## config.mk

```make
export PLATFORM = sky130hd
export DESIGN_NAME = display_scan
export DESIGN_NICKNAME = d
export VERILOG_FILES = /design/src/rtl/display_scan_pkg.sv /design/src/rtl/display_scan_contador.sv /design/src/rtl/display_scan.sv
export SDC_FILE = /design/constraint.sdc
export NUM_CORES = 1
export LEC_CHECK = 0
export ABC_AREA = 1
export BUFFER_PORTS_ARGS = -buffer_cell sky130_fd_sc_hd__clkbuf_2
export CAP_MARGIN = 20
export CORE_AREA = 2 2 104 106
export DETAILED_ROUTE_END_ITERATION = 7
export DIE_AREA = 0 0 106 108
export PLACE_DENSITY = 0.4
export SETUP_SLACK_MARGIN = 0.2
export SKIP_LAST_GASP = 1
export SYNTH_ARGS = -nofsm -noshare
export SYNTH_HDL_FRONTEND = slang
export SYNTH_HIERARCHICAL = 1
export SYNTH_SLANG_ARGS = --single-unit
```

## constraint.sdc

```tcl
create_clock -name clk -period 4.5 [get_ports clk]
set_input_delay 1.125 -clock clk [delete_from_list [all_inputs] [get_ports clk]]
set_output_delay 1.125 -clock clk [all_outputs]
set_load 0.01 [all_outputs]
```

## src/rtl/display_scan_pkg.sv

```systemverilog
// -----------------------------------------------------------------------------
// display_scan_pkg
//
// Purpose:
//   Shared constants for the multiplexed 7-segment scan controller.
//   - The code that blanks the shared decoder.
//   - The default slot timing.
//   - The two slot phases of the scan.
//
// Contents:
//   NOTA_APAGADA  - 4-bit code that the decoder renders as all segments off.
//   PRESC_PADRAO  - default clock cycles per digit slot.
//   GAP_PADRAO    - default blanked cycles at the start of each slot.
//   APAGA/ACENDE  - slot phase encodings (anodes off / digit lit).
//   digito_nulo() - true when a BCD nibble is zero.
// -----------------------------------------------------------------------------
package display_scan_pkg;

    localparam logic [3:0] NOTA_APAGADA = 4'hF;

    localparam int PRESC_PADRAO = 50000;
    localparam int GAP_PADRAO   = 2;

    // Slot phases. Kept as plain constants so that older blocks sharing this
    // package can compare against them without enum casts.
    localparam logic [0:0] APAGA  = 1'b0;
    localparam logic [0:0] ACENDE = 1'b1;

    function automatic logic digito_nulo(input logic [3:0] d);
        return (d == 4'h0);
    endfunction

endpackage

```

## src/rtl/display_scan_contador.sv

```systemverilog
// -----------------------------------------------------------------------------
// contador_varredura
//
// Purpose:
//   Generates the scan position for the display:
//   - The slot counter (cnt).
//   - The digit index (idx).
//   - The end-of-frame strobe.
//   The next-state values are exported so that the parent can register its
//   outputs in the same cycle that cnt/idx take those values.
//
// Ports:
//   clk        in   system clock, rising edge
//   rst        in   synchronous reset, active-high
//   cnt_next   out  slot counter value for the next cycle
//   idx_next   out  digit index value for the next cycle
//   fim_quadro out  combinational: current cycle is the last of the frame
//   frame      out  registered one-cycle pulse aligned with the last cycle
//                   of the last digit's slot
// -----------------------------------------------------------------------------
module contador_varredura #(
    parameter int N_DIG = 4,
    parameter int PRESC = 50000,
    parameter int CW    = (PRESC > 1) ? $clog2(PRESC) : 1,
    parameter int IW    = (N_DIG > 1) ? $clog2(N_DIG) : 1
) (
    input  logic          clk,
    input  logic          rst,
    output logic [CW-1:0] cnt_next,
    output logic [IW-1:0] idx_next,
    output logic          fim_quadro,
    output logic          frame
);

    localparam logic [CW-1:0] CNT_MAX = CW'(PRESC - 1);
    localparam logic [IW-1:0] IDX_MAX = IW'(N_DIG - 1);

    logic [CW-1:0] cnt;
    logic [IW-1:0] idx;

    // Advance within the slot. At the end of a slot, restart the counter and
    // move to the next digit, wrapping after the last one.
    always_comb begin
        cnt_next = cnt + CW'(1);
        idx_next = idx;
        if (cnt == CNT_MAX) begin
            cnt_next = '0;
            idx_next = (idx == IDX_MAX) ? '0 : idx + IW'(1);
        end
    end

    assign fim_quadro = (cnt == CNT_MAX) && (idx == IDX_MAX);

    // frame is computed from the next position so that, once registered, it
    // is high exactly while cnt/idx sit on the final cycle of the frame.
    always_ff @(posedge clk) begin
        if (rst) begin
            cnt   <= '0;
            idx   <= '0;
            frame <= 1'b0;
        end else begin
            cnt   <= cnt_next;
            idx   <= idx_next;
            frame <= (cnt_next == CNT_MAX) && (idx_next == IDX_MAX);
        end
    end

endmodule

```

## src/rtl/display_scan.sv

```systemverilog
// -----------------------------------------------------------------------------
// display_scan
//
// Purpose:
//   Time-multiplexed scan controller for an N_DIG-digit common-anode
//   7-segment display that shares one BCD-to-segment decoder.
//   - Holds a double-buffered BCD value (shadow -> ativo).
//   - Commits the buffer only at frame end, so the display never tears.
//   - Blanks the anodes for GAP cycles at each slot start (anti-ghosting).
//   - Optionally suppresses leading zeros.
//
// Ports:
//   clk       in   system clock, rising edge
//   rst       in   synchronous reset, active-high
//   load      in   load request, honoured only while ready=1
//   dado      in   4*N_DIG BCD digits, dado[3:0] is the least significant
//   blank_lz  in   leading-zero suppression enable, sampled every cycle
//   ready     out  shadow register free to accept a load
//   nota      out  code to the shared decoder, 4'hF = blank
//   anodo     out  active-low digit enables, one-hot-low or all ones
//   frame     out  one-cycle pulse on the last cycle of the last digit slot
// -----------------------------------------------------------------------------
module display_scan
    import display_scan_pkg::*;
#(
    parameter int N_DIG = 4,
    parameter int PRESC = PRESC_PADRAO,
    parameter int GAP   = GAP_PADRAO
) (
    input  logic               clk,
    input  logic               rst,
    input  logic               load,
    input  logic [4*N_DIG-1:0] dado,
    input  logic               blank_lz,
    output logic               ready,
    output logic [3:0]         nota,
    output logic [N_DIG-1:0]   anodo,
    output logic               frame
);

    localparam int CW = (PRESC > 1) ? $clog2(PRESC) : 1;
    localparam int IW = (N_DIG > 1) ? $clog2(N_DIG) : 1;
    localparam logic [N_DIG-1:0] UM = N_DIG'(1);

    logic [4*N_DIG-1:0] shadow;
    logic [4*N_DIG-1:0] ativo;
    logic               pend;

    logic [4*N_DIG-1:0] shadow_next;
    logic [4*N_DIG-1:0] ativo_next;
    logic               pend_next;

    logic [CW-1:0]      cnt_next;
    logic [IW-1:0]      idx_next;
    logic               fim_quadro;

    logic [0:0]         fase_next;
    logic [N_DIG-1:0]   zero_ate_topo;
    logic [3:0]         digito_sel;
    logic               suprime_sel;

    contador_varredura #(
        .N_DIG (N_DIG),
        .PRESC (PRESC),
        .CW    (CW),
        .IW    (IW)
    ) u_contador (
        .clk        (clk),
        .rst        (rst),
        .cnt_next   (cnt_next),
        .idx_next   (idx_next),
        .fim_quadro (fim_quadro),
        .frame      (frame)
    );

    // Double buffer.
    // - The commit looks at pend as it stood at the start of the cycle.
    // - A load that lands on the frame-end cycle (only possible while nothing
    //   is pending) is therefore held for the following frame end.
    always_comb begin
        shadow_next = shadow;
        ativo_next  = ativo;
        pend_next   = pend;
        if (fim_quadro && pend) begin
            ativo_next = shadow;
            pend_next  = 1'b0;
        end
        if (load && ready) begin
            shadow_next = dado;
            pend_next   = 1'b1;
        end
    end

    // For every digit position, flag whether it and everything more
    // significant are zero; that is what makes a zero a "leading" one.
    always_comb begin
        zero_ate_topo = '0;
        for (int i = 0; i < N_DIG; i++) begin
            zero_ate_topo[i] = ((ativo >> (4 * i)) == '0);
        end
    end

    // Select the digit that will be lit next cycle and decide whether it is
    // suppressed. Digit 0 is never suppressed, so zero still shows as "0".
    always_comb begin
        digito_sel  = 4'h0;
        suprime_sel = 1'b0;
        for (int i = 0; i < N_DIG; i++) begin
            if (idx_next == IW'(i)) begin
                digito_sel  = ativo[4*i +: 4];
                suprime_sel = blank_lz && (i != 0) && zero_ate_topo[i];
            end
        end
    end

    assign fase_next = (cnt_next < CW'(GAP)) ? APAGA : ACENDE;

    // Registered outputs are driven from the next scan position, so they line
    // up with cnt/idx in the same cycle. The commit happens on a slot
    // boundary, which always starts with GAP >= 1 blank cycles, so using the
    // pre-commit ativo here never shows a stale digit.
    always_ff @(posedge clk) begin
        if (rst) begin
            shadow <= '0;
            ativo  <= '0;
            pend   <= 1'b0;
            ready  <= 1'b1;
            nota   <= NOTA_APAGADA;
            anodo  <= '1;
        end else begin
            shadow <= shadow_next;
            ativo  <= ativo_next;
            pend   <= pend_next;
            ready  <= !pend_next;
            if (fase_next == ACENDE) begin
                anodo <= ~(UM << idx_next);
                if (suprime_sel && digito_nulo(digito_sel)) begin
                    nota <= NOTA_APAGADA;
                end else begin
                    nota <= digito_sel;
                end
            end else begin
                anodo <= '1;
                nota  <= NOTA_APAGADA;
            end
        end
    end

endmodule
```

Yosys cells after proc, flatten, opt, wreduce, memory -nomap -nowiden --
Cells that the tools add are included. W data, S select, Z words.
Operators by class: mux-type cells 12, $add $sub $neg 2, shifts and indexed selects 1, reduce and logical (&&, ||, !) cells 16, bitwise logic cells 1, order comparisons 1, equal/unequal tests 6
Operators by type and width (count):
- $logic_not A16 Y1 | 3
- $eq A16 B16 Y1 const B | 2
- $add A16 B1 Y16 const B | 1
- $lt A16 B2 Y1 const B | 1
- $mux W16 | 1
- $mux W4 | 4
- $logic_and A1 B1 Y1 | 8
- $eq A2 B2 Y1 const B | 3
- $mux W1 | 5
- $logic_not A4 Y1 | 1
- $mux W2 | 2
- $not A4 Y4 | 1
- $shl A1 B2 Y4 const A | 1
- $reduce_or A3 Y1 | 1
- $add A2 B1 Y2 const B | 1
- $eq A2 B1 Y1 const B | 1
- $logic_not A2 Y1 | 1
- $reduce_or A2 Y1 | 1
- $logic_not A1 Y1 | 1
Word-level totals: output and inout bits 10, register bits after elaboration 61, logic and storage cells 48, input bits 20

Longest topological paths before layout --
Gate-level depths: netlist of run 1.
depth in word-level cells 11, gate-level depth with buffers 15, depth with buffers taken out 14

Cells and area by module --
Netlist of run 1, hierarchy kept.
By module, submodules not included:
- display_scan | cells an instance 219, seq. area each 840.8 µm², instances 1, area each 1669.1 µm²
- contador_varredura | cells an instance 195, seq. area each 380.4 µm², instances 1, area each 1179.9 µm²

Worst setup path before layout of run 1 --
No wires, ideal clock.
kind input port to flip-flop, start point in rst, end point reg u_contador.cnt[10], path buffers 2, arrival 1716 ps, setup time 128 ps, cell stages on the path 3, slack 2656 ps, cell sequence clkbuf_1 -> clkbuf_1 -> nor2_1
RTL lines:
- start: declaration | line display_scan.sv:31 | input logic rst,
- end signal: assignment | line display_scan_contador.sv:62 | cnt <= cnt_next;
- end: declaration | line display_scan_contador.sv:38 | logic [CW-1:0] cnt;
No word-level cell between the ends.

Worst setup path after layout of run 1 --
start point reg u_contador.cnt[0], end point reg ativo[6]
Between the ends: word-level cells in the longest chain between the ends 3
RTL lines:
- $eq A16 B16 Y1 | line display_scan_contador.sv:52 | assign fim_quadro = (cnt == CNT_MAX) && (idx == IDX_MAX);
- $logic_and A1 B1 Y1 | line display_scan_contador.sv:52
- named net fim_quadro | line display_scan.sv:55 | logic fim_quadro;
- $logic_and A1 B1 Y1 | line display_scan.sv:84 | if (fim_quadro && pend) begin
- end signal: assignment | line display_scan.sv:132 | ativo <= ativo_next;
- end: declaration | line display_scan.sv:46 | logic [4*N_DIG-1:0] ativo;
The timed path passes the listed nets, and every way through them passes these cells. A chain may end at the register's enable or synchronous reset.

==> results.md, run 1 <==
- Outcome: complete, no violations
- Antenna Nets Post-Route: 0
- Largest vdd supply drop: 138 µV
- Clk buf depth: 2
- Category of the worst setup path capture point: register
- Count of pins on the block boundary: 30
- Drt drc: 0
- Antenna violations before repair: 0
- Sum of negative setup slack: 0 ns
- First-pass GRT wire length: ~11000 µm
- Hold WC Path Type: register to register
- CP cell instances: ha_1, nand3_2, nor2_1, nand2_2, nor2_1, nand2_1, o21ai_0, a21oi_1
- Number of levels in the clock H-tree: 3
- Crit path top cell by count: sky130_fd_sc_hd__nor2_1
- Die area: between 10000 and 15000 µm²
- DR pass1 iterations: 4
- Switching Fraction: between 20% and 30%
- Quantity of hold-fixing buffers added after cts: 0
- CTS tree: yes
- Count of synthesis-stage warnings from yosys: 6
- Final layout net count: approximately 460
- Total number of placement rows: 37
- Slew headroom: 51.8%
- Vias after detailed routing: 2411
- Setup skew after layout: 0.0143 ns
- Total grt overflow: 0
- Number of max-slew violations in the final report: 0
- Crit path max fanout: 20
- Clk network pwr share: around 44%
- Number of maximum-capacitance constraint violations: 0
- Crit path arrival time: around 2.5 ns
- Nets in the synthesized netlist: 436
- Post-DP HPWL: 4810 µm
- Max Freq: 440 MHz
- Fraction of power consumed by sequential logic: between 40 and 50%
- Final Hold Viols: 0
- Number of sinks handled by clock tree synthesis: 61
- Violation count after the first detailed-route iteration: 68
- Number of buffers created by CTS: 9
- Worst-skew pair later-pin latency: 0.35 ns
- Average footprint of a synthesized cell: 6.89 µm²
- Crit Path Class: register to register
- I/O Buffers: 29
- Via count of the first global-routing pass: roughly 2300
- Die Width: between 100 and 150 µm
- Reg clk slew, reported paths: 0.08 ns
- Measured slew at the worst slew-check pin: ~0.72 ns
- P_leak: 1.51 nW
- Cell type of the slowest stage on the worst timing path: sky130_fd_sc_hd__dfxtp_1
- Fraction of final layout cells with drive strength greater than 1: 17.3%
- Data required time at the worst endpoint: 4.71 ns
- Final count of negative-setup-slack endpoints: 0
- Synthesized netlist cell count: 413
- Number of fillers in the final layout: 1145
- Post-CTS Setup Repair Bufs: 0
- Period utilization: about half
- Design Power: around 1.2 mW
- Cell area after technology mapping: 2850 µm²
- Tightest hold margin: approximately 0.48 ns
- P_int: 0.851 mW
- Routed wire length per instance: 11.0 µm
- Area growth from synthesis to layout: 15.3%
- Global-route usage over all layers: 12.3%
- Cts repair resizes: 0
- Pin count of the biggest net entering global routing: 33
- Final routed wirelength across all metal layers: approximately 6400 µm
- Antenna fix cells: 0
- Routed via count divided by cell count: 4.14
- Final RePlAce weighted congestion: 0.760
- Initial standard-cell utilization of the core: roughly 28%
- Vertical die dimension: 108 µm
- Net switching power figure: roughly 0.30 mW
- Worst stage delay on the critical path: 0.40 ns
- Launching element type of the critical path: register
- Unrepaired setup endpoints after global routing: false
- Std-Cell Core Area: 10200 µm²
- Logic pwr share: 6.1%
- Root Buffer Master: sky130_fd_sc_hd__clkbuf_8
- Power per cell area: 351 nW/µm²
- Tmin final: 2.27 ns
## state kept, by name, indices dropped and copies added (netlist names)
name / count
ready: 1
u_contador/cnt: 16
u_contador/idx: 2
u_contador/frame: 1
nota: 4
ativo: 16
shadow: 16
pend: 1
anodo: 4
## routing by layer
metal  routed length, µm  vias up  part of all wire [%]  track usage, %
li1                    -     1352                     -               -
met3                 276       11                   4.3            4.10
met5                   0        -                     0               0
met2                2440       44                    38            17.7
met4                 101        0                   1.6            4.42
met1                3610     1004                    56            17.1
## critical path, delay by kind of cell (launching register included)
kind	cells	cell delay [ns]
adder cells (fa/ha/maj)	1	0.23
flip-flops	1	0.40
AO/OA/AOI/OAI	2	0.41
AND/OR/NAND/NOR	5	1.09
## worst paths after layout
check / start / to / slack, ns / cells after the start
worst min register to register: ativo[15] / ativo[15] / 0.48 / 2
worst max register to register: u_contador/cnt[0] / ativo[6] / 2.23 / 8
worst max-delay path: u_contador/cnt[0] / ativo[6] / 2.23 / 8
worst min-delay path: ativo[15] / ativo[15] / 0.48 / 2
## placed cells by master, fill, tap and decap left out, types with 6 or more instances in the layout
master                     instances
sky130_fd_sc_hd__nor2_4            6
sky130_fd_sc_hd__nor3_1            6
sky130_fd_sc_hd__inv_2             7
sky130_fd_sc_hd__nand2_1          66
sky130_fd_sc_hd__clkbuf_8          9
sky130_fd_sc_hd__nor2_1          114
sky130_fd_sc_hd__nand3_1          23
sky130_fd_sc_hd__inv_1            40
sky130_fd_sc_hd__nand2_2           9
sky130_fd_sc_hd__dfxtp_1          61
sky130_fd_sc_hd__clkbuf_2         29
sky130_fd_sc_hd__o21ai_0          43
## power groups by stage
stage	registers [mW]	logic (mW)	clock network, mW
3_3_place_gp	0.586	0.0714	0
2_1_floorplan	0.587	0.0435	0
3_5_place_dp	0.586	0.0721	0
6_report	0.573	0.0697	0.508
4_1_cts	0.573	0.0721	0.526
5_1_grt	0.576	0.0817	0.553
## cell type report
class / instances / area, µm² / share of cell area [%]
clock buffer: 9 / 124 / 3.78
clock inverter: 7 / 78.8 / 2.40
inverter: 49 / 191 / 5.84
multi-input combinational: 291 / 1350 / 41.2
sequential: 61 / 1220 / 37.2
tap: 136 / 170 / 5.19
timing repair buffer: 29 / 145 / 4.42
## per-stage QoR
stage          cell area, µm²  utilization (%)  worst slack (ns)  std cells
6_report                 3280             32.1              2.23        582
4_1_cts                  3280             32.1              2.20        582
3_5_place_dp             3080             30.1              1.88        566
2_1_floorplan            2850                -              2.66        413
3_3_place_gp             3080             30.1              1.89        566
5_1_grt                  3280             32.1              1.93        582
No activity file was read; power rests on OpenSTA's default activity.
==> run 2: changes to the inputs <==
--- a/config.mk
+++ b/config.mk
@@ -11,7 +11,7 @@
 export CORE_AREA = 2 2 104 106
 export DETAILED_ROUTE_END_ITERATION = 7
 export DIE_AREA = 0 0 106 108
-export PLACE_DENSITY = 0.4
+export PLACE_DENSITY = 0.41
 export SETUP_SLACK_MARGIN = 0.2
 export SKIP_LAST_GASP = 1
 export SYNTH_ARGS = -nofsm -noshare
==> constraint.sdc (replaced) <==
create_clock -name clk -period 2 [get_ports clk]
set_input_delay 0.5 -clock clk [delete_from_list [all_inputs] [get_ports clk]]
set_output_delay 0.5 -clock clk [all_outputs]
set_load 0.01 [all_outputs]
==> run 2 against run 1 <==
  * Register-to-register slack got worse by 2.0 ns
  * Highest routed layer unchanged
  * Sequential share of layout area fell by 4.0 points
  * Combinational power rose to 2.7 times the previous value
  * Worst setup slack got worse by 2.0 ns
==> results.md, run 2 (synthesis results as in run 1) <==
- Outcome: complete, no violations
- Path depth of the worst reg2reg path: 14
- Crit path setup slack, layout: 0.193 ns
- First-pass GRT wire length: 12000 µm
- Vertical die dimension: approximately 110 µm
- Final routed wirelength across all metal layers: 6990 µm
- Final count of negative-setup-slack endpoints: 0
- Antenna violations before repair: 0
- Setup skew after layout: 0.0167 ns
- Hold Path Depth: 3
- Hold WC Path Type: input port to register
- Reg clk slew, reported paths: 0.08 ns
- Unrepaired setup endpoints after global routing: true
- Crit path arrival time: 2.04 ns
- Clk buf depth: 2
- Crit path max fanout: 4
- Design Power: 2.71 mW
- Number of buffers created by CTS: 9
- Antenna Nets Post-Route: 0
- Crit Path Class: register to register
- Antenna fix cells: 0
- Tightest hold margin: about 0.4 ns
- Area growth from synthesis to layout: 31.1%
- Reg2reg setup slack: 0.19 ns
- Met3 wirelength from detailed routing: 294 µm
- Number of sinks handled by clock tree synthesis: between 60 and 70
- Global-route usage over all layers: 13.5%
- Vias after detailed routing: approximately 2600
- Pin count of the biggest net entering global routing: 33
- Worst-skew pair later-pin latency: roughly 0.35 ns
- Routed wire length per instance: 11.3 µm
- Tmin final: approximately 1.8 ns
- Die Width: roughly 110 µm
- Via count of the first global-routing pass: 2519
- Root Buffer Master: sky130_fd_sc_hd__clkbuf_8
- Total grt overflow: 0
- Count of pins on the block boundary: 30
- Period utilization: 90.4%
- Launching element type of the critical path: register
- Final layout net count: 498
- Quantity of hold-fixing buffers added after cts: 0
- DR pass1 iterations: 5
- Final Hold Viols: 0
- Drt drc: 0
- Slew headroom: 78.8%
- Most common library cell in the layout ignoring fill and taps: sky130_fd_sc_hd__nor2_1
- Power per cell area: 727 nW/µm²
- Violation count after the first detailed-route iteration: 99
- Uppermost signal routing layer after detailed routing: met4
- Number of max-slew violations in the final report: 0
- Measured slew at the worst slew-check pin: 0.318 ns
- Routed via count divided by cell count: between 4 and 5
- CTS tree: yes
- P_leak: approximately 1.7 nW
- Largest vdd supply drop: 338 µV
- Data required time at the worst endpoint: between 2 and 2.5 ns
- Sum of negative setup slack: 0 ns
- Std-Cell Core Area: between 10000 and 15000 µm²
- Max Freq: about 550 MHz
- Wire length on met1: 3490 µm
- Layout Utilization: about 36%
- Initial standard-cell utilization of the core: 27.8%
- Total number of placement rows: 37
- Die area: 11400 µm²
- Category of the worst setup path capture point: register
- I/O Buffers: 29
- Fraction of final layout cells with drive strength greater than 1: 30.2%
- Worst Setup Slack post-DPL: -0.00894 ns
- Post-DP HPWL: 5230 µm
- Registers with the most flip-flops: ativo (16), shadow (16), u_contador/cnt (16)
- Top library cells by usage in the layout, fill and taps aside: sky130_fd_sc_hd__nor2_1, sky130_fd_sc_hd__nand2_1, sky130_fd_sc_hd__dfxtp_1
- Wire length on met2: between 2000 and 3000 µm
- Number of maximum-capacitance constraint violations: 0
- Final RePlAce weighted congestion: 0.846
- Number of levels in the clock H-tree: 3
-- run 2: cell count changes in the layout (fill, tap and decap cells not counted), sizes merged --
cell    before  now
inv         52   51
buf          0   34
bufinv       1    2
-- run 2: final cells by class --
type,count,area (µm²)
fill,1107,6500
clock buffer,9,124
sequential,61,1240
tap,136,170
multi-input combinational,291,1470
inverter,49,196
timing repair buffer,63,432
clock inverter,7,96.3
-- run 2: stage by stage --
stage          area [µm²]  std cells
2_1_floorplan        2850        413
3_5_place_dp         3270        590
6_report             3730        616
5_1_grt              3730        616
3_3_place_gp         3270        590
4_1_cts              3610        613
-- run 2: critical path: stages, from the launching register on --
cell and delay (ns):
sky130_fd_sc_hd__dfxtp_2 0.35, sky130_fd_sc_hd__nand2_2 0.08, sky130_fd_sc_hd__inv_2 0.06, sky130_fd_sc_hd__buf_4 0.11, sky130_fd_sc_hd__nand2_1 0.08, sky130_fd_sc_hd__nor2_4 0.11, sky130_fd_sc_hd__nand2_2 0.06, sky130_fd_sc_hd__buf_6 0.13
sky130_fd_sc_hd__o211ai_1 0.13, sky130_fd_sc_hd__inv_1 0.11, sky130_fd_sc_hd__buf_4 0.15, sky130_fd_sc_hd__buf_4 0.12, sky130_fd_sc_hd__buf_4 0.12, sky130_fd_sc_hd__nand3_2 0.06, sky130_fd_sc_hd__nor2_1 0.04
-- run 2: worst paths after layout --
kind,start,to
worst max-delay path,u_contador/cnt[9],u_contador/frame
worst min-delay path,dado[11],shadow[11]
worst max register to register,u_contador/cnt[9],u_contador/frame
worst min register to register,ativo[15],ativo[15]
-- run 2: where the power goes --
group / internal (mW) / total (mW) / switching [mW]
clock network: 0.708 / 1.24 / 0.532
registers: 1.26 / 1.29 / 0.0250
logic: 0.0770 / 0.186 / 0.109
total: 2.05 / 2.71 / 0.666
-- run 2: timing repair --
item | 4_1_cts | 5_1_grt
setup buffers | 7 | 3
resized for setup | 23 | 39
setup endpoints to repair | 9 | 25
pin swaps | 10 | 11
-- run 2: routing by layer --
metal,vias to the layer above,GRT usage (%)
met1,1132,18.0
met2,52,20.0
met5,-,0
met3,19,3.19
met4,0,7.42
li1,1410,-
